--- src/rtl/sdram_read_seg.sv ---
// Full-page SDRAM read engine: ACTIVE -> READ -> BST -> PRE per segment, splitting
// requests at page end and continuing in the next row (and next bank on row wrap).
module sdram_read_seg #(
    parameter int DATA_W  = 16,
    parameter int BANK_W  = 2,
    parameter int ROW_W   = 13,
    parameter int COL_W   = 9,
    parameter int LEN_W   = 16,
    parameter int CAS_LAT = 3,
    parameter int TRCD    = 2,
    parameter int TRP     = 2
) (
    input  logic                            clk,
    input  logic                            rst_n,
    input  logic                            rd_en,
    input  logic [BANK_W+ROW_W+COL_W-1:0]   rd_addr,
    input  logic [LEN_W-1:0]                rd_len,
    output logic                            rd_busy,
    output logic                            rd_done,
    output logic                            rd_valid,
    output logic [DATA_W-1:0]               rd_data,
    output logic [3:0]                      sdram_cmd,
    output logic [BANK_W-1:0]               sdram_ba,
    output logic [ROW_W-1:0]                sdram_a,
    input  logic [DATA_W-1:0]               sdram_dq_in
);
    // state     | meaning
    // IDLE      | waiting for rd_en
    // ACT       | ACTIVE on the bus this cycle
    // WAIT_TRCD | counting out tRCD
    // RD        | READ on the bus this cycle
    // BURST     | data streaming, BST issued, waiting out CAS latency
    // PRE       | PRECHARGE on the bus this cycle
    // WAIT_TRP  | counting out tRP
    // DONE      | rd_done pulse

    localparam int AW   = BANK_W + ROW_W + COL_W;
    localparam int PAGE = 2 ** COL_W;
    localparam int SW   = COL_W + 1;
    localparam int MW   = (LEN_W > SW) ? LEN_W : SW;
    localparam int BMAX = PAGE + CAS_LAT;
    localparam int TMAX = (TRCD > TRP) ? TRCD : TRP;
    localparam int CNT_MAX = (BMAX > TMAX) ? BMAX : TMAX;
    localparam int CNT_W = $clog2(CNT_MAX + 1);
    localparam int CW = CNT_W + 1;

    localparam logic [3:0] CMD_NOP = 4'b0111;
    localparam logic [3:0] CMD_ACT = 4'b0011;
    localparam logic [3:0] CMD_RD  = 4'b0101;
    localparam logic [3:0] CMD_BST = 4'b0110;
    localparam logic [3:0] CMD_PRE = 4'b0010;

    localparam logic [ROW_W-1:0] A10_CLR   = ~(ROW_W'(1) << 10);
    localparam logic [CNT_W-1:0] TRCD_END = CNT_W'((TRCD > 1) ? TRCD - 2 : 0);
    localparam logic [CNT_W-1:0] TRP_END  = CNT_W'((TRP > 1) ? TRP - 2 : 0);
    localparam logic [CW-1:0]    CL_W     = CW'(CAS_LAT);

    typedef enum logic [2:0] {IDLE, ACT, WAIT_TRCD, RD, BURST, PRE, WAIT_TRP, DONE} state_t;

    state_t              state;
    logic [CNT_W-1:0]    cnt;
    logic [BANK_W-1:0]   bank;
    logic [ROW_W-1:0]    row;
    logic [COL_W-1:0]    col;
    logic [LEN_W-1:0]    rem;
    logic [SW-1:0]       seg;

    function automatic logic [SW-1:0] seg_len(input logic [LEN_W-1:0] r, input logic [COL_W-1:0] c);
        logic [MW-1:0] room;
        logic [MW-1:0] rr;
        room = MW'(PAGE) - MW'(c);
        rr   = MW'(r);
        seg_len = (rr < room) ? SW'(rr) : SW'(room);
    endfunction

    logic [CW-1:0]          cnt1, cnt2, seg_w;
    logic [LEN_W-1:0]       rem_next;
    logic [BANK_W+ROW_W-1:0] next_br;
    logic                   rd_issue, trp_exit, dq_win;

    always_comb begin
        cnt1     = {1'b0, cnt} + CW'(1);
        cnt2     = {1'b0, cnt} + CW'(2);
        seg_w    = CW'(seg);
        rem_next = rem - LEN_W'(seg);
        next_br  = {bank, row} + (BANK_W + ROW_W)'(1);
        rd_issue = ((state == ACT) && (TRCD == 1)) || ((state == WAIT_TRCD) && (cnt == TRCD_END));
        trp_exit = ((state == PRE) && (TRP == 1)) || ((state == WAIT_TRP) && (cnt == TRP_END));
        // cycle R+1+cnt carries a valid DQ word when CAS_LAT <= cnt+1 < CAS_LAT+seg
        dq_win   = (state == BURST) && (cnt1 >= CL_W) && (cnt1 < seg_w + CL_W);
    end

    always_ff @(posedge clk or negedge rst_n) begin
        if (!rst_n) begin
            state     <= IDLE;
            cnt       <= '0;
            bank      <= '0;
            row       <= '0;
            col       <= '0;
            rem       <= '0;
            seg       <= '0;
            rd_busy   <= 1'b0;
            rd_done   <= 1'b0;
            rd_valid  <= 1'b0;
            rd_data   <= '0;
            sdram_cmd <= CMD_NOP;
            sdram_ba  <= '0;
            sdram_a   <= '0;
        end else begin
            sdram_cmd <= CMD_NOP;
            rd_done   <= 1'b0;
            rd_valid  <= 1'b0;
            rd_data   <= '0;
            cnt       <= cnt + CNT_W'(1);

            if (dq_win) begin
                rd_valid <= 1'b1;
                rd_data  <= sdram_dq_in;
            end

            case (state)
                IDLE: begin
                    cnt <= '0;
                    if (rd_en) begin
                        bank    <= rd_addr[AW-1 -: BANK_W];
                        row     <= rd_addr[COL_W +: ROW_W];
                        col     <= rd_addr[COL_W-1:0];
                        rem     <= rd_len;
                        seg     <= seg_len(rd_len, rd_addr[COL_W-1:0]);
                        rd_busy <= 1'b1;
                        if (rd_len == '0) begin
                            state   <= DONE;
                            rd_done <= 1'b1;
                        end else begin
                            state     <= ACT;
                            sdram_cmd <= CMD_ACT;
                            sdram_ba  <= rd_addr[AW-1 -: BANK_W];
                            sdram_a   <= rd_addr[COL_W +: ROW_W];
                        end
                    end
                end
                ACT: begin
                    cnt <= '0;
                    if (!rd_issue) state <= WAIT_TRCD;
                end
                WAIT_TRCD: ;
                RD: begin
                    state <= BURST;
                    cnt   <= '0;
                    if (seg == SW'(1)) sdram_cmd <= CMD_BST;
                end
                BURST: begin
                    // BST is sent even for a full page so the device does not wrap
                    if (cnt2 == seg_w) sdram_cmd <= CMD_BST;
                    if (cnt2 == seg_w + CL_W) begin
                        state     <= PRE;
                        cnt       <= '0;
                        sdram_cmd <= CMD_PRE;
                        sdram_ba  <= bank;
                        sdram_a   <= {ROW_W{1'b1}} & A10_CLR;
                    end
                end
                PRE: begin
                    cnt <= '0;
                    if (!trp_exit) state <= WAIT_TRP;
                end
                WAIT_TRP: ;
                DONE: begin
                    state   <= IDLE;
                    cnt     <= '0;
                    rd_busy <= 1'b0;
                end
                default: state <= IDLE;
            endcase

            if (rd_issue) begin
                state     <= RD;
                cnt       <= '0;
                sdram_cmd <= CMD_RD;
                sdram_ba  <= bank;
                sdram_a   <= ROW_W'(col) & A10_CLR;
            end

            if (trp_exit) begin
                rem <= rem_next;
                cnt <= '0;
                if (rem_next == '0) begin
                    state   <= DONE;
                    rd_done <= 1'b1;
                end else begin
                    {bank, row} <= next_br;
                    col       <= '0;
                    seg       <= seg_len(rem_next, '0);
                    state     <= ACT;
                    sdram_cmd <= CMD_ACT;
                    sdram_ba  <= next_br[ROW_W +: BANK_W];
                    sdram_a   <= next_br[ROW_W-1:0];
                end
            end
        end
    end
endmodule

--- config.mk ---
export PLATFORM = sky130hd
export DESIGN_NAME = sdram_read_seg
export DESIGN_NICKNAME = d
export VERILOG_FILES = /design/src/rtl/sdram_read_seg.sv
export SDC_FILE = /design/constraint.sdc
export NUM_CORES = 1
export LEC_CHECK = 0
export BUFFER_PORTS_ARGS = -buffer_cell sky130_fd_sc_hd__buf_2
export CORE_MARGIN = 2
export CORE_UTILIZATION = 55
export CTS_BUF_LIST = sky130_fd_sc_hd__clkbuf_16
export DETAILED_ROUTE_END_ITERATION = 16
export PLACE_DENSITY_LB_ADDON = 0.1
export SLEW_MARGIN = 20
export SYNTH_ARGS = -nofsm -noshare
export SYNTH_HDL_FRONTEND = slang
export SYNTH_SLANG_ARGS = --single-unit
--- constraint.sdc ---
create_clock -name clk -period 5.58 [get_ports clk]
set_input_delay 1.395 -clock clk [delete_from_list [all_inputs] [get_ports clk]]
set_output_delay 1.395 -clock clk [all_outputs]
set_load 0.02 [all_outputs]
Word level (Yosys, flattened, before mapping)
Cells that the tools add are included.

Bits of input ports: 59. Output and inout bits: 38. Bits in registers: 101.

Order comparisons: 4. Eq/ne operators: 13. Add/sub/neg operators: 7. Reduce and logical (&&, ||, !) cells: 16. Mux-type cells: 64.

Operators with widths (count): 13-bit 2-to-1 mux (10); 10-bit 2-to-1 mux (9); 16-bit 2-to-1 mux (4); 9-bit 2-to-1 mux (4); 16-bit zero test (2); 13-bit one-hot mux with 2 select lines (1); 3-bit 2-to-1 mux (8); 10-bit by 2-bit adder with 11-bit output (second input constant) (2); 2-bit 2-to-1 mux (10); 10-bit one-hot mux with 2 select lines (1); 3-bit one-hot mux with 6 select lines (1); 16-bit by 10-bit < comparator with 1-bit output (second input constant) (1); 16-bit < comparator (1); 4-bit 2-to-1 mux (4); 16-bit by 10-bit subtractor with 16-bit output (1); 15-bit by 1-bit adder with 15-bit output (second input constant) (1); 3-bit == test (second input constant) (4); 4-bit one-hot mux with 3 select lines (1); 10-bit by 1-bit adder with 11-bit output (second input constant) (1); 11-bit by 10-bit == test with 1-bit output (1); 11-bit == test (1); 11-bit by 2-bit >= comparator with 1-bit output (second input constant) (1); 11-bit < comparator (1); 10-bit by 9-bit subtractor with 11-bit output (first input constant) (1); other kinds (18) (33).

Logic depth before layout (Yosys ltp)
Gate-level depths: netlist of run 1.

Depth after elaboration: 8. Depth in mapped cells: 15. Mapped depth without buffers: 13.

Worst setup path after synthesis of run 1
Ideal clock, no wire load.

Path type: in2reg. Start point: in rd_addr[4]. End point: reg seg[7]. Buffers on the path: 1. Slack: 1.523 ns. Library setup time: 0.067 ns. Arrival time: 3.990 ns. Stages on the path: 14. Required time: 5.513 ns. Cells stage by stage: nor3_1 > nand2b_1 > nor3_1 > nand2_1 > xnor2_1 > ha_1 > and3_1 > nand2_1 > nand2_1 > a31oi_1 > clkbuf_1 > mux2_2 > a211o_1 > nand2_1.

Longest elaborated chain between the ends: 7.

Ends and longest elaborated chain: start: declaration (RTL line 16) `input logic [BANK_W+ROW_W+COL_W-1:0] rd_addr,`; 10-bit by 9-bit subtractor with 11-bit output * (RTL line 71) `room = MW'(PAGE) - MW'(c);`; 16-bit < comparator (RTL line 73) `seg_len = (rr < room) ? SW'(rr) : SW'(room);`; 10-bit 2-to-1 mux * (RTL line 73); 10-bit 2-to-1 mux * (RTL line 124) `if (rd_en) begin`; 10-bit 2-to-1 mux * (RTL line 121) `case (state)`; 10-bit 2-to-1 mux (RTL line 187) `if (rem_next == '0) begin`; 10-bit 2-to-1 mux * (RTL line 184) `if (trp_exit) begin`; end signal: assignment (RTL line 129) `seg <= seg_len(rd_len, rd_addr[COL_W-1:0]);`; end signal: assignment (RTL line 193) `seg <= seg_len(rem_next, '0);`; end: declaration (RTL line 66) `logic [SW-1:0] seg;`.

Mark *: on every way between the ends. The rest lies on a longest branch, timed or not. A chain may end at the register's enable or synchronous reset.

Worst setup path in the final report of run 1
Start point: reg seg[4]. End point: reg row[2].

Longest elaborated chain between the ends: 4.

Ends and longest elaborated chain: 16-bit by 10-bit subtractor with 16-bit output (RTL line 85) `rem_next = rem - LEN_W'(seg);`; 16-bit zero test (RTL line 187); 13-bit 2-to-1 mux (RTL line 187); 13-bit 2-to-1 mux (RTL line 184); end signal: assignment (RTL line 126) `row <= rd_addr[COL_W +: ROW_W];`; end signal: assignment (RTL line 191) `{bank, row} <= next_br;`; end: declaration (RTL line 63) `logic [ROW_W-1:0] row;`.

Every way passes these cells.

==> results of run 1 <==
==> state kept, by name, indices dropped and copies added (netlist names) <==
| signal | count |
|---|---|
| rd_done | 1 |
| bank | 2 |
| seg | 10 |
| rd_data | 16 |
| rem | 16 |
| rd_busy | 1 |
| row | 13 |
| sdram_ba | 2 |
| sdram_a | 13 |
| state | 3 |
| cnt | 10 |
| rd_valid | 1 |
| col | 9 |
| sdram_cmd | 3 |
==> synth_stat cells (5+ instances only) <==
cell	number	area, um2
o22ai_1	12	75.1
xor2_1	27	236
nand2_1	100	375
nand4_1	7	43.8
and3_1	23	144
nor2_1	60	225
nor4_1	10	62.6
o21bai_1	5	37.5
a211oi_1	11	82.6
xnor2_1	42	368
a31oi_1	20	125
nor2b_1	8	50.1
and2_1	21	131
inv_1	43	161
nor3_1	21	105
o21ai_0	32	160
ha_1	38	475
clkbuf_1	34	128
mux2_2	5	56.3
buf_2	9	45.0
nand3_1	26	130
o21a_1	10	75.1
dfrtp_1	97	2430
a21o_1	8	60.1
a21oi_1	61	305
mux2i_1	14	140
==> worst register-to-register path, delay by kind of cell (launching register included) <==
| family | cells | cell delay (ps) |
|---|---|---|
| XOR/XNOR | 1 | 190 |
| AND/OR/NAND/NOR | 1 | 290 |
| AO/OA/AOI/OAI | 7 | 2480 |
| buffers and inverters | 1 | 150 |
| flip-flops | 1 | 480 |
| adder cells (fa/ha/maj) | 1 | 390 |
==> stage by stage <==
stage	instances	instance area (um2)
final	1069	7940
after floorplan	824	7040
after global placement	1052	7580
after global routing	1069	7940
after detailed placement	1053	7610
after CTS	1069	7940
==> path summary, 6_finish.rpt <==
check	to	cells past startpoint	startpoint	slack [ps]
min reg2reg	col[4]	2	col[4]	530
min	col[4]	2	col[4]	530
min in group asynchronous	cnt[0]	1	rst_n	1190
max reg2reg	row[2]	11	seg[4]	1480
max in group asynchronous	sdram_cmd[1]	2	rst_n	3420
max	row[2]	11	seg[4]	1480
==> power by group through the flow <==
stage	combinational, uW	clock (uW)	sequential (uW)
6_report	93.7	706	731
5_1_grt	105	744	732
4_1_cts	94.0	717	731
3_5_place_dp	93.3	0	745
3_3_place_gp	90.9	0	745
2_1_floorplan	26.2	0	754
==> metal layers <==
layer,vias to the layer above,part of all wire (%)
met5,-,0
met4,0,1.5
met3,23,5.9
met2,235,47
met1,3030,45
li1,3045,-
==> kinds of logic after synthesis <==
logic type               synth area share [%]
AND/OR/NAND/NOR                          21.4
AO/OA/AOI/OAI                            19.3
flip-flops                               35.6
buffers and inverters                    5.28
XOR/XNOR                                 8.59
adder cells (fa/ha/maj)                  7.04
multiplexers                             2.79
other                                  0.0533
==> layout make-up <==
class | instances | area [um2]
Multi-Input combinational cell | 634 | 4160
Inverter | 43 | 161
Timing Repair Buffer | 104 | 566
Fill cell | 1088 | 4630
Clock inverter | 7 | 108
Tap cell | 172 | 215
Sequential cell | 100 | 2510
Clock buffer | 9 | 225
==> out/summary.txt, run 1 <==
Clock sinks = 100
Register area share after synthesis = 35.6%
GR peak layer = met2
Ys flop type = dfrtp_1
Core region area = 12600 um2
Startpoint Class = flop
Routed wire length = 18.4 mm
Boundary Pins = 97
Sw Pwr = 363 uW
Flop pwr share = 47.8%
Least-Margin Pin Slew = 961 ps
Post-layout worst setup margin = 1480 ps
Syn Area/Cell = 8.54 um2
Asr flop ratio synth = 100%
Worst-path fanout max = 11
Clk_skew = 7.37 ps
Hold slack final = 529 ps
First-pass GRT wire length = 29.5 mm
CTS max path bufs = 2
Diode count = 0
TritonCTS clock tree = done
Setup_tns = 0 ps
Max-cap violations = 0
Final net count = 990
Worst Setup End Kind = flop
Tcrit/Tclk final = 73.5%
1st-iter DRT viols = 427
Fin. Hold Viols = 0
Post-CTS Hold Buffers = 0
Clock power share = 46.1%
Status = finished clean
# DRC = 0
CP peak stage delay = 810 ps
Met2 Use GR = 44.2%
Leakage = 0.00376 uW
Port Buf Inserts = 95
Fin crit period = 4100 ps
Net Sw Frac = 23.7%
Mapped Cells = 824
Mapped Nets = 922
Critical setup path kind = flop to flop
Wire per inst = 17.2 um
Post-Syn Area = 7040 um2
Unrepaired setup endpoints after global routing = no
Post-DP HPWL = 13.5 mm
Final setup fails = 0
Number of global-route vias before repair = 5940
# resized after CTS = 0
Routing usage on met3 = 4.74%
Pwr Density = 193 nW/um2
CP delay by family, top = compound AO/OA/AOI/OAI gates
Average vias per placed instance = 5.92
Worst slew margin = 35.9%
Pre-antenna DRT Iters = 5
Root buf cell = clkbuf_16
Final total power = 1530 uW
Clock Latency Late Sink = 350 ps
Max IR drop VDD = 0.152 mV
Yosys cell types = 77
Pins Over Slew Limit = 0
Antenna violations before repair = 0
Register bit total from synthesis = 100
Total number of vias = 6333
Combinational share of power = 6.1%
Most used cell, CP = a21oi_1
GRT Overall Usage = 27.4%
Post-route ant nets = 0
Die Width = 117 um
Crit-path cells = inv_1 > ha_1 > a21o_1 > a221o_1 > a211oi_1 > xnor2_1 > and4bb_2 > o2111ai_2 > a21oi_1 > o21bai_1 > a21oi_1
Die area = 13700 um2
Total gr overflow = 0
Initial core utilization = 56.0%
Yosys Warn Count = 0
CP required = 5810 ps
Routability Congestion = 0.950
GR Util met1 = 38.0%
Commonest cells after routing, fill and taps aside = nand2_1 (100), dfrtp_1 (97), buf_2 (94), a21oi_1 (61), nor2_1 (60)
Buf/Inv on CP = 1
Worst min-delay path class = flop to flop
Setup Fix Bufs, Post-CTS = 0
Worst EP arrival = 4330 ps
Dpl ws = 1310 ps
Share of cells above drive strength 1 = 16.2%
Most common cell after layout, fill and taps aside = nand2_1
Worst path slowest cell = a21oi_1
FMAX = 244 MHz
H-Tree Depth = 3
Largest net degree at the start of global routing = 75
CTS buffer count = 9
Int Power = 1170 uW
Clock transition at path regs = 70 ps
Area growth syn-to-layout = 12.8%
# rows = 41
Final Core Density = 63.2%
Die H = 117 um
Post-synth EDFFs = 0
(Power assumes the default switching activity.)
==> run 2: changes to the inputs <==
==> constraint.sdc (replaced) <==
create_clock -name clk -period 4.1 [get_ports clk]
set_input_delay 1.025 -clock clk [delete_from_list [all_inputs] [get_ports clk]]
set_output_delay 1.025 -clock clk [all_outputs]
set_load 0.02 [all_outputs]
==> out/summary.txt, run 2 (same netlist as run 1, synthesis figures left out) <==
Status = finished clean
Fin. Hold Viols = 0 (unchanged)
Boundary Pins = 97 (unchanged)
Startpoint Class = flop
Hold_sp = col[7]
Leakage = 0.00379 uW (+0.82%)
Post-route ant nets = 0 (unchanged)
Clock Latency Late Sink = 350 ps (about the same)
Post-CTS Hold Buffers = 0 (unchanged)
Fin crit period = 3630 ps (-467 ps)
Routability Congestion = 0.928 (-2.3%)
# resized after CTS = 0 (unchanged)
Largest net degree at the start of global routing = 64 (-15%)
Share of cells above drive strength 1 = 16.8% (+0.61 points)
Most common cell after layout, fill and taps aside = nand2_1
Pwr Density = 259 nW/um2 (+34%)
Worst path slowest cell = dfrtp_1
Reg-to-reg endpoint = sdram_a[8]
Regs by FF count = rd_data x16, rem x16
TritonCTS clock tree = done
Port Buf Inserts = 95 (unchanged)
CTS buffer count = 9 (unchanged)
Worst min-delay path class = flop to flop
Worst EP arrival = 3870 ps (-460 ps)
Number of global-route vias before repair = 6020 (+1.3%)
Flop pwr share = 48.2% (+0.4 points)
Die H = 117 um (unchanged)
Buf/Inv on CP = 2 (+1)
Tcrit/Tclk final = 88.6% (+15 points)
First-pass GRT wire length = 30.1 mm (+1.9%)
Hold Path Sink = col[7]
Max-cap violations = 0 (unchanged)
Final setup fails = 0 (unchanged)
Combinational share of power = 6.2% (about the same)
Pins Over Slew Limit = 0 (unchanged)
1st-iter DRT viols = 462 (+8.2%)
R2R depth = 13 (+2)
CP delay by family, top = compound AO/OA/AOI/OAI gates
CP required = 4330 ps (-1480 ps)
Diode count = 0 (unchanged)
Average vias per placed instance = 5.89 (-0.58%)
Routed wire length = 18.5 mm (+0.93%)
Post-DP HPWL = 13.8 mm (+1.7%)
Int Power = 1580 uW (+36%)
Least-Margin Pin Slew = 836 ps (-125 ps)
Wire per inst = 17.2 um (about the same)
Total gr overflow = 0 (unchanged)
CP peak stage delay = 460 ps (-350 ps)
Total number of vias = 6349 (+0.25%)
Antenna violations before repair = 0 (unchanged)
Unrepaired setup endpoints after global routing = no
FMAX = 275 MHz (+13%)
Clk_skew = 6.67 ps (-0.700 ps)
Area growth syn-to-layout = 13.4%
Net Sw Frac = 23.3% (-0.40 points)
Worst Setup End Kind = flop
Non-Filler Instances = 1078 (+0.84%)
Core region area = 12600 um2 (unchanged)
Setup Fix Bufs, Post-CTS = 0 (unchanged)
Die area = 13700 um2 (unchanged)
Setup_tns = 0 ps (unchanged)
Worst hold path depth = 2 (unchanged)
Root buf cell = clkbuf_16
Max IR drop VDD = 0.166 mV (+9.6%)
Sw Pwr = 481 uW (+33%)
Clock power share = 45.6% (-0.5 points)
Initial core utilization = 56.0% (unchanged)
Clock sinks = 100 (unchanged)
Clock transition at path regs = 70 ps (about the same)
# rows = 41 (unchanged)
Commonest cells after routing, fill and taps aside = nand2_1 (100), dfrtp_1 (97), buf_2 (94), a21oi_1 (61), nor2_1 (60)
Inst Count DP = 1062 (+0.85%)
Crit-path cells = ha_1 > inv_1 > fa_1 > a21o_1 > a221o_1 > a211oi_2 > xnor2_1 > o31ai_4 > and3b_1 > a41oi_4 > buf_4 > a211oi_1 > a21oi_1
CP Launch Point = seg[0]
GRT Overall Usage = 28.1% (+0.71 points)
Pre-antenna DRT Iters = 6 (+1)
Critical setup path kind = flop to flop
Die Width = 117 um (unchanged)
Worst-path fanout max = 18 (+7)
CTS max path bufs = 2 (unchanged)
# DRC = 0 (unchanged)
H-Tree Depth = 3 (unchanged)
R2R setup slack = 470 ps (-1010 ps)
Worst slew margin = 44.3% (+8.4 points)
Final net count = 999 (+0.91%)
Critical R2R Launch = seg[0]
-- run 2: cell types whose count changed in the layout (fill, tap and decap cells not counted) --
cell        change
inv_8           -1
clkinvlp_4      -1
clkinv_1        +2
buf_4          +10
clkinv_4        -1
buf_16          -1
inv_6           +1
-- run 2: worst max path at each step --
stage,endpoint,slack [ps],cells after the start
after floorplan,seg[7],410,14
after global placement,seg[4],400,15
after detailed placement,seg[4],220,15
after CTS,sdram_a[8],480,13
after global routing,row[1],240,11
final,sdram_a[8],470,13
-- run 2: layout make-up --
| cell class | count | area (um2) |
|---|---|---|
| clock inverter | 7 | 96.3 |
| inverter | 43 | 161 |
| fill | 1089 | 4590 |
| tap | 172 | 215 |
| sequential | 100 | 2510 |
| clock buffer | 9 | 225 |
| timing repair buffer | 113 | 613 |
| multi-input combinational | 634 | 4160 |
-- run 2: routing by layer --
metal / track usage (%) / wire, um
met5: 0 / 0
met1: 39.1 / 8630
met4: 10.0 / 505
met3: 4.07 / 1010
met2: 44.9 / 8390
-- run 2: worst register-to-register path, stage by stage, from the launching register on --
cell and delay, ps:
dfrtp_1 460, ha_1 230, inv_1 80, fa_1 400, a21o_1 240, a221o_1 360, a211oi_2 220, xnor2_1 130
o31ai_4 250, and3b_1 250, a41oi_4 310, buf_4 310, a211oi_1 240, a21oi_1 60
-- run 2: power by group through the flow --
stage | combinational (uW) | clock [uW] | sequential (uW)
after floorplan | 35.7 | 0 | 1030
after global placement | 124 | 0 | 1010
after detailed placement | 128 | 0 | 1010
after CTS | 128 | 955 | 995
after global routing | 142 | 995 | 996
final | 127 | 941 | 995
-- run 2: stage by stage --
stage / setup slack [ps] / cell area [um2] / power [uW] / hold WS, ps / utilization, %
3_5_place_dp: 218 / 7660 / 1140 / 520 / 60.9
2_1_floorplan: 413 / 7040 / 1060 / 488 / -
3_3_place_gp: 397 / 7660 / 1140 / 514 / 60.9
6_report: 467 / 7980 / 2060 / 527 / 63.5
5_1_grt: 236 / 7980 / 2130 / 553 / 63.5
4_1_cts: 476 / 7980 / 2080 / 530 / 63.5
